$ cat src/rtl/prefetch_unit_if.sv
// Pipelined Avalon-MM read bus used by the instruction fetch path.
// Host drives the command; Agent returns data in order via readdatavalid.
interface AvalonMmRead;
  logic [31:0] address;
  logic        read;
  logic [3:0]  byteenable;
  logic        waitrequest;
  logic        readdatavalid;
  logic [31:0] agent_to_host;

  modport Host  (output address, read, byteenable,
                 input  waitrequest, readdatavalid, agent_to_host);
  modport Agent (input  address, read, byteenable,
                 output waitrequest, readdatavalid, agent_to_host);
endinterface

$ cat src/rtl/prefetch_unit.sv
// Instruction prefetch unit: keeps a small queue of fetched words ahead of the consumer,
// restarts on redirect and silently drains responses belonging to the abandoned stream.
module prefetch_unit #(
  parameter int unsigned DEPTH           = 4,
  parameter int unsigned MAX_OUTSTANDING = 2,
  parameter logic [31:0] RESET_PC        = 32'h0000_0000
) (
  input  logic                   clk,
  input  logic                   rst,
  AvalonMmRead.Host              instruction_manager,
  input  logic                   redirect,
  input  logic [31:0]            redirect_pc,
  output logic                   out_valid,
  input  logic                   out_ready,
  output logic [31:0]            out_instr,
  output logic [31:0]            out_pc,
  output logic [$clog2(DEPTH):0] occupancy
);
  localparam int AW = $clog2(DEPTH);
  localparam int CW = AW + 1;
  localparam logic [CW:0]   DEPTH_L = DEPTH[CW:0];
  localparam logic [CW-1:0] FULL_L  = DEPTH[CW-1:0];
  localparam logic [CW-1:0] MAX_L   = MAX_OUTSTANDING[CW-1:0];

  logic [31:0]   fetch_pc, resp_pc, hold_addr;
  logic          held, stale;
  logic [CW-1:0] outstanding, outstanding_nxt, discard, count;
  logic [AW-1:0] wr_ptr, rd_ptr;
  logic [CW:0]   inflight;
  logic          can_issue, accept, rsp, drop, push, pop;
  logic [31:0]   instr_q [DEPTH];
  logic [31:0]   pc_q    [DEPTH];

  // Issue control: queue space is reserved for every read in flight
  assign inflight  = {1'b0, count} + {1'b0, outstanding};
  assign can_issue = (inflight < DEPTH_L) && (outstanding < MAX_L);

  assign instruction_manager.read       = rst && (held || can_issue);
  assign instruction_manager.address    = !rst ? 32'h0 : (held ? hold_addr : fetch_pc);
  assign instruction_manager.byteenable = 4'b1111;

  assign accept = instruction_manager.read && !instruction_manager.waitrequest;
  assign rsp    = instruction_manager.readdatavalid;
  assign drop   = rsp && (discard != '0);
  assign push   = rsp && !drop && !redirect;
  assign pop    = out_valid && out_ready && !redirect;

  assign outstanding_nxt = outstanding + CW'(accept) - CW'(rsp);

  always_ff @(posedge clk or negedge rst) begin
    if (!rst) begin
      fetch_pc    <= RESET_PC;
      resp_pc     <= RESET_PC;
      outstanding <= '0;
      discard     <= '0;
      held        <= 1'b0;
      stale       <= 1'b0;
      wr_ptr      <= '0;
      rd_ptr      <= '0;
      count       <= '0;
    end else begin
      outstanding <= outstanding_nxt;
      held        <= instruction_manager.read && instruction_manager.waitrequest;
      // A command stalled across a redirect still belongs to the old stream
      if (accept)
        stale <= 1'b0;
      else if (redirect && instruction_manager.read)
        stale <= 1'b1;
      if (redirect) begin
        fetch_pc <= {redirect_pc[31:2], 2'b00};
        resp_pc  <= {redirect_pc[31:2], 2'b00};
        discard  <= outstanding_nxt;
        wr_ptr   <= '0;
        rd_ptr   <= '0;
        count    <= '0;
      end else begin
        if (accept && !stale) fetch_pc <= fetch_pc + 32'd4;
        if (push) resp_pc <= resp_pc + 32'd4;
        discard <= discard - CW'(drop) + CW'(accept && stale);
        if (push) wr_ptr <= wr_ptr + AW'(1);
        if (pop)  rd_ptr <= rd_ptr + AW'(1);
        count <= count + CW'(push) - CW'(pop);
      end
    end
  end

  // Held address and queue storage: data only, no reset needed
  always_ff @(posedge clk) begin
    hold_addr <= instruction_manager.address;
    if (push) begin
      instr_q[wr_ptr] <= instruction_manager.agent_to_host;
      pc_q[wr_ptr]    <= resp_pc;
    end
  end

  assign occupancy = count;
  assign out_valid = (count != '0);
  assign out_instr = out_valid ? instr_q[rd_ptr] : 32'h0;
  assign out_pc    = out_valid ? pc_q[rd_ptr]    : 32'h0;

  a_no_overflow: assert property (@(posedge clk) disable iff (!rst) !(push && count == FULL_L));
endmodule

$ cat src/flat_wrapper.sv
// flat-port wrapper written by rule: the top's interface ports become plain ports
module prefetch_unit_flat 
#(
  parameter int unsigned DEPTH           = 4,
  parameter int unsigned MAX_OUTSTANDING = 2,
  parameter logic [31:0] RESET_PC        = 32'h0000_0000
)
  (clk, rst, redirect, redirect_pc, out_valid, out_ready, out_instr, out_pc, occupancy, instruction_manager_address, instruction_manager_read, instruction_manager_byteenable, instruction_manager_waitrequest, instruction_manager_readdatavalid, instruction_manager_agent_to_host);
  AvalonMmRead instruction_manager_i ();
  input  logic clk;
  input  logic rst;
  input  logic redirect;
  input  logic [31:0] redirect_pc;
  output logic out_valid;
  input  logic out_ready;
  output logic [31:0] out_instr;
  output logic [31:0] out_pc;
  output logic [$clog2(DEPTH):0] occupancy;
  output wire logic [$bits(instruction_manager_i.address)-1:0] instruction_manager_address;
  output wire logic [$bits(instruction_manager_i.read)-1:0] instruction_manager_read;
  output wire logic [$bits(instruction_manager_i.byteenable)-1:0] instruction_manager_byteenable;
  input wire logic [$bits(instruction_manager_i.waitrequest)-1:0] instruction_manager_waitrequest;
  input wire logic [$bits(instruction_manager_i.readdatavalid)-1:0] instruction_manager_readdatavalid;
  input wire logic [$bits(instruction_manager_i.agent_to_host)-1:0] instruction_manager_agent_to_host;
  assign instruction_manager_address = instruction_manager_i.address;
  assign instruction_manager_read = instruction_manager_i.read;
  assign instruction_manager_byteenable = instruction_manager_i.byteenable;
  assign instruction_manager_i.waitrequest = instruction_manager_waitrequest;
  assign instruction_manager_i.readdatavalid = instruction_manager_readdatavalid;
  assign instruction_manager_i.agent_to_host = instruction_manager_agent_to_host;
  prefetch_unit #(.DEPTH(DEPTH), .MAX_OUTSTANDING(MAX_OUTSTANDING), .RESET_PC(RESET_PC)) u_core (.clk(clk), .rst(rst), .instruction_manager(instruction_manager_i), .redirect(redirect), .redirect_pc(redirect_pc), .out_valid(out_valid), .out_ready(out_ready), .out_instr(out_instr), .out_pc(out_pc), .occupancy(occupancy));
endmodule
$ cat config.mk
export PLATFORM = sky130hd
export DESIGN_NAME = prefetch_unit_flat
export DESIGN_NICKNAME = d
export VERILOG_FILES = /design/src/rtl/prefetch_unit_if.sv /design/src/rtl/prefetch_unit.sv /design/src/flat_wrapper.sv
export SDC_FILE = /design/constraint.sdc
export NUM_CORES = 1
export LEC_CHECK = 0
export ABC_AREA = 1
export CAP_MARGIN = 20
export CORE_MARGIN = 2
export CORE_UTILIZATION = 35
export DETAILED_ROUTE_END_ITERATION = 8
export SKIP_CTS_REPAIR_TIMING = 1
export SLEW_MARGIN = 20
export SYNTH_ARGS = -nofsm -noshare
export SYNTH_HDL_FRONTEND = slang
export SYNTH_SLANG_ARGS = --single-unit
$ cat constraint.sdc
create_clock -name clk -period 10.7 [get_ports clk]
set_input_delay 2.14 -clock clk [delete_from_list [all_inputs] [get_ports clk]]
set_output_delay 2.14 -clock clk [all_outputs]
set_load 0.01 [all_outputs]
==> out/metrics.cfg <==
[run_status]
outcome = finished clean

[clocking]
cts_sinks = 355
cts_buffers = 40
cts-root-buf = clkbuf_16
ctsHtreeMaxLevel = 2
clk_latency_ns = 0.55
cts_buffer_depth = 3
cts_tree = done
cts.clk_slew.worst_paths_ns = 0.05

[global_routing]
grt_util_all_layers_pct = 17.2
grt_pass1_wl_um = 63100
grt.overflow.total = 0
first_global_vias = 11388
antenna_found_initial = 0
grt_max_degree = 113

[die]
placement_rows = 77
dieArea_sq_um = 46700
core_sq_um = 44300
dieWidth_um = 216
initial_core_util_pct = 35.5
boundaryPins = 175
dieHeight_um = 216

[hold_path]
hp-class = flop to flop
hold_start = u_core.hold_addr[0]$_DFF_P_

[setup_path]
critical_path.top_delay_family = buffers and inverters
timing.critical_path.buf_inv = 3
crit_slowest_cell = clkdlybuf4s50_1
critPathMaxStageDelay_ns = 0.57
path_cells = buf_4, buf_4, o21ai_0, a21oi_1, clkdlybuf4s50_1
critPathRequiredTime_ns = 8.56
cp-start-kind = primary input
cp-end-kind = primary output
criticalPathCategory = primary input to primary output
worstPathArrival_ns = 3.90
crit_start = rst
worstPathMaxFanout = 47
r2r_start = u_core.discard[1]$_DFF_PN0_
crit_path_frequent_cell = buf_4

[sta]
fin_setup_tns_ns = 0
period_share_pct = 56.5
finalSetupViolCount = 0
rsz0062_at_grt = no
worst_slack_ns = 4.66
fin_crit_ns = 6.04
clock.fmax_mhz = 165
worstMarginPinSlew_ns = 1.07
clock_skew_ns = 0.0221
slew_viol_final = 0
relSlewSlack_pct = 28.9
hold_viol = 0

[run]
maxCapViolations = 0

[power]
ir_worst_vdd_v = 0.000133
p_leak_nw = 7.09
cellPowerDensity_nw_per_um2 = 219

[yosys]
seq_area_frac_synth_pct = 63.3
synthesis.area_sq_um = 15700
ys_warn_count = 0
yosys-top-cells-area = edfxtp_1 (47%), dfrtp_1 (12%), nor2_1 (8.4%), nand2_1 (6.0%), o21ai_0 (5.5%)
netlist.area_leader.share_pct = 47.3
synth_seq_cells = 355
syn_area_per_cell_sq_um = 9.78
synth_area_leader_cell = edfxtp_1
synthDistinctLibCells = 44
syn_inst = 1609

[finish]
final_common_cell = nor2_1
multi_input_area_sq_um = 5090
n_antenna_cell = 0
final_cells = 2376
finalNetCount = 1844
fillers = 4227
ff_latch_area_sq_um = 9970
drive_gt1_share_pct = 6.11
area_growth_pct = 21.8
fin_util_pct = 43.2
final_cell_mix = nor2_1 (350), nand2_1 (253), edfxtp_1 (248), o21ai_0 (174), clkdlybuf4s50_1 (164)

[placed_design]
gp_congestion = 0.904
dp_slack_ns = 4.60
io_buffers = 166
dp.cells = 2306
dpl.hpwl_um = 24800

[route]
firstDrtPassIters = 5
remaining_drc_errors = 0
ant_nets = 0
viasPerCell = 4.91
wire_per_inst_um = 17.0
wl_um = 40400
num_vias = 11672
dr.first_iter.drc_count = 835

## report_power, final
part / internal [mW] / switching [mW] / leakage (nW) / total [mW]
clock network: 0.744 / 0.531 / 0.601 / 1.28
logic: 0.492 / 0.708 / 3.06 / 1.20
registers: 1.60 / 0.114 / 3.42 / 1.72
## cell type report
class / instances / share of cell area (%)
repair buffers: 180 / 9.31
multi-input cells: 1084 / 26.6
flip-flops and latches: 355 / 52.0
clock buffers: 52 / 5.72
clock inverters: 18 / 0.646
inverters: 95 / 1.87
well taps: 592 / 3.87
## cell usage after synthesis (all sizes together)
cell type and n:
o22ai 1, nor3 8, ha 15, conb 2
or2 1, buf 33, o31ai 4, o21ai 184
o311ai 1, fa 3, a22oi 1, clkinv 2
nor3b 1, dfxtp 32, nor2 367, nand4 11
inv 93, o211ai 6, nand3 88, clkbuf 46
xnor2 8, nand3b 1, dfrtp 75, and2 1
edfxtp 248, o21bai 2, nand2 259, xor2 12
and3 1, a31oi 2, a21oi 101
## logic make-up (layout without fill, tap and decap cells)
kind of cell	count (synthesis)	in the layout	synth area share (%)
AO/OA/AOI/OAI	302	302	9.89
XOR/XNOR	20	20	1.11
adder cells (fa/ha/maj)	18	18	1.57
buffers and inverters	174	345	4.60
flip-flops	355	355	63.3
other	2	6	0.0477
AND/OR/NAND/NOR	738	738	19.4
## per-layer routing
metal | up-vias | share of wire (%) | global-route usage [%]
met5 | - | 0 | 0
met2 | 371 | 46 | 27.5
li1 | 5714 | - | -
met3 | 64 | 6.2 | 3.06
met4 | 0 | 2.7 | 5.71
met1 | 5523 | 46 | 23.9
## worst paths after layout
path                                                   endpoint  slack [ns]  cells after the start
max in group asynchronous          u_core.rd_ptr[0]$_DFFE_PN0P_        8.32                      2
min in group asynchronous       u_core.fetch_pc[26]$_DFFE_PN0P_        1.51                      1
worst min register to register      u_core.hold_addr[0]$_DFF_P_        0.43                      2
worst min-delay path                u_core.hold_addr[0]$_DFF_P_        0.43                      2
worst max-delay path            instruction_manager_address[16]        4.66                      5
worst max register to register   u_core.instr_q[1][3]$_DFFE_PP_        7.14                      6
## flip-flops by register name, summed over array words and instances, names as in the netlist
signal / flops
u_core.occupancy: 3
u_core.outstanding: 3
u_core.fetch_pc: 30
u_core.wr_ptr: 2
u_core.resp_pc: 30
u_core.stale: 1
u_core.pc_q: 120
u_core.instr_q: 128
u_core.discard: 3
u_core.held: 1
u_core.rd_ptr: 2
u_core.hold_addr: 32
## worst register-to-register path, cell delays in order (launching register included)
cell     delay, ns
dfrtp_1       0.36
inv_1         0.13
nand4_1       0.31
nor2_2        0.75
inv_1         0.43
nor2_4        0.45
buf_4         0.73
## per-stage QoR
step | hold WS, ns | total power, mW | instance area [sq um]
floorplan | 0.444 | 2.36 | 15700
global placement | 0.416 | 2.93 | 17900
detailed placement | 0.419 | 2.96 | 17900
CTS | 0.427 | 4.25 | 19200
global route | 0.448 | 4.44 | 19200
finish | 0.425 | 4.19 | 19200
(Power assumes the default switching activity.)
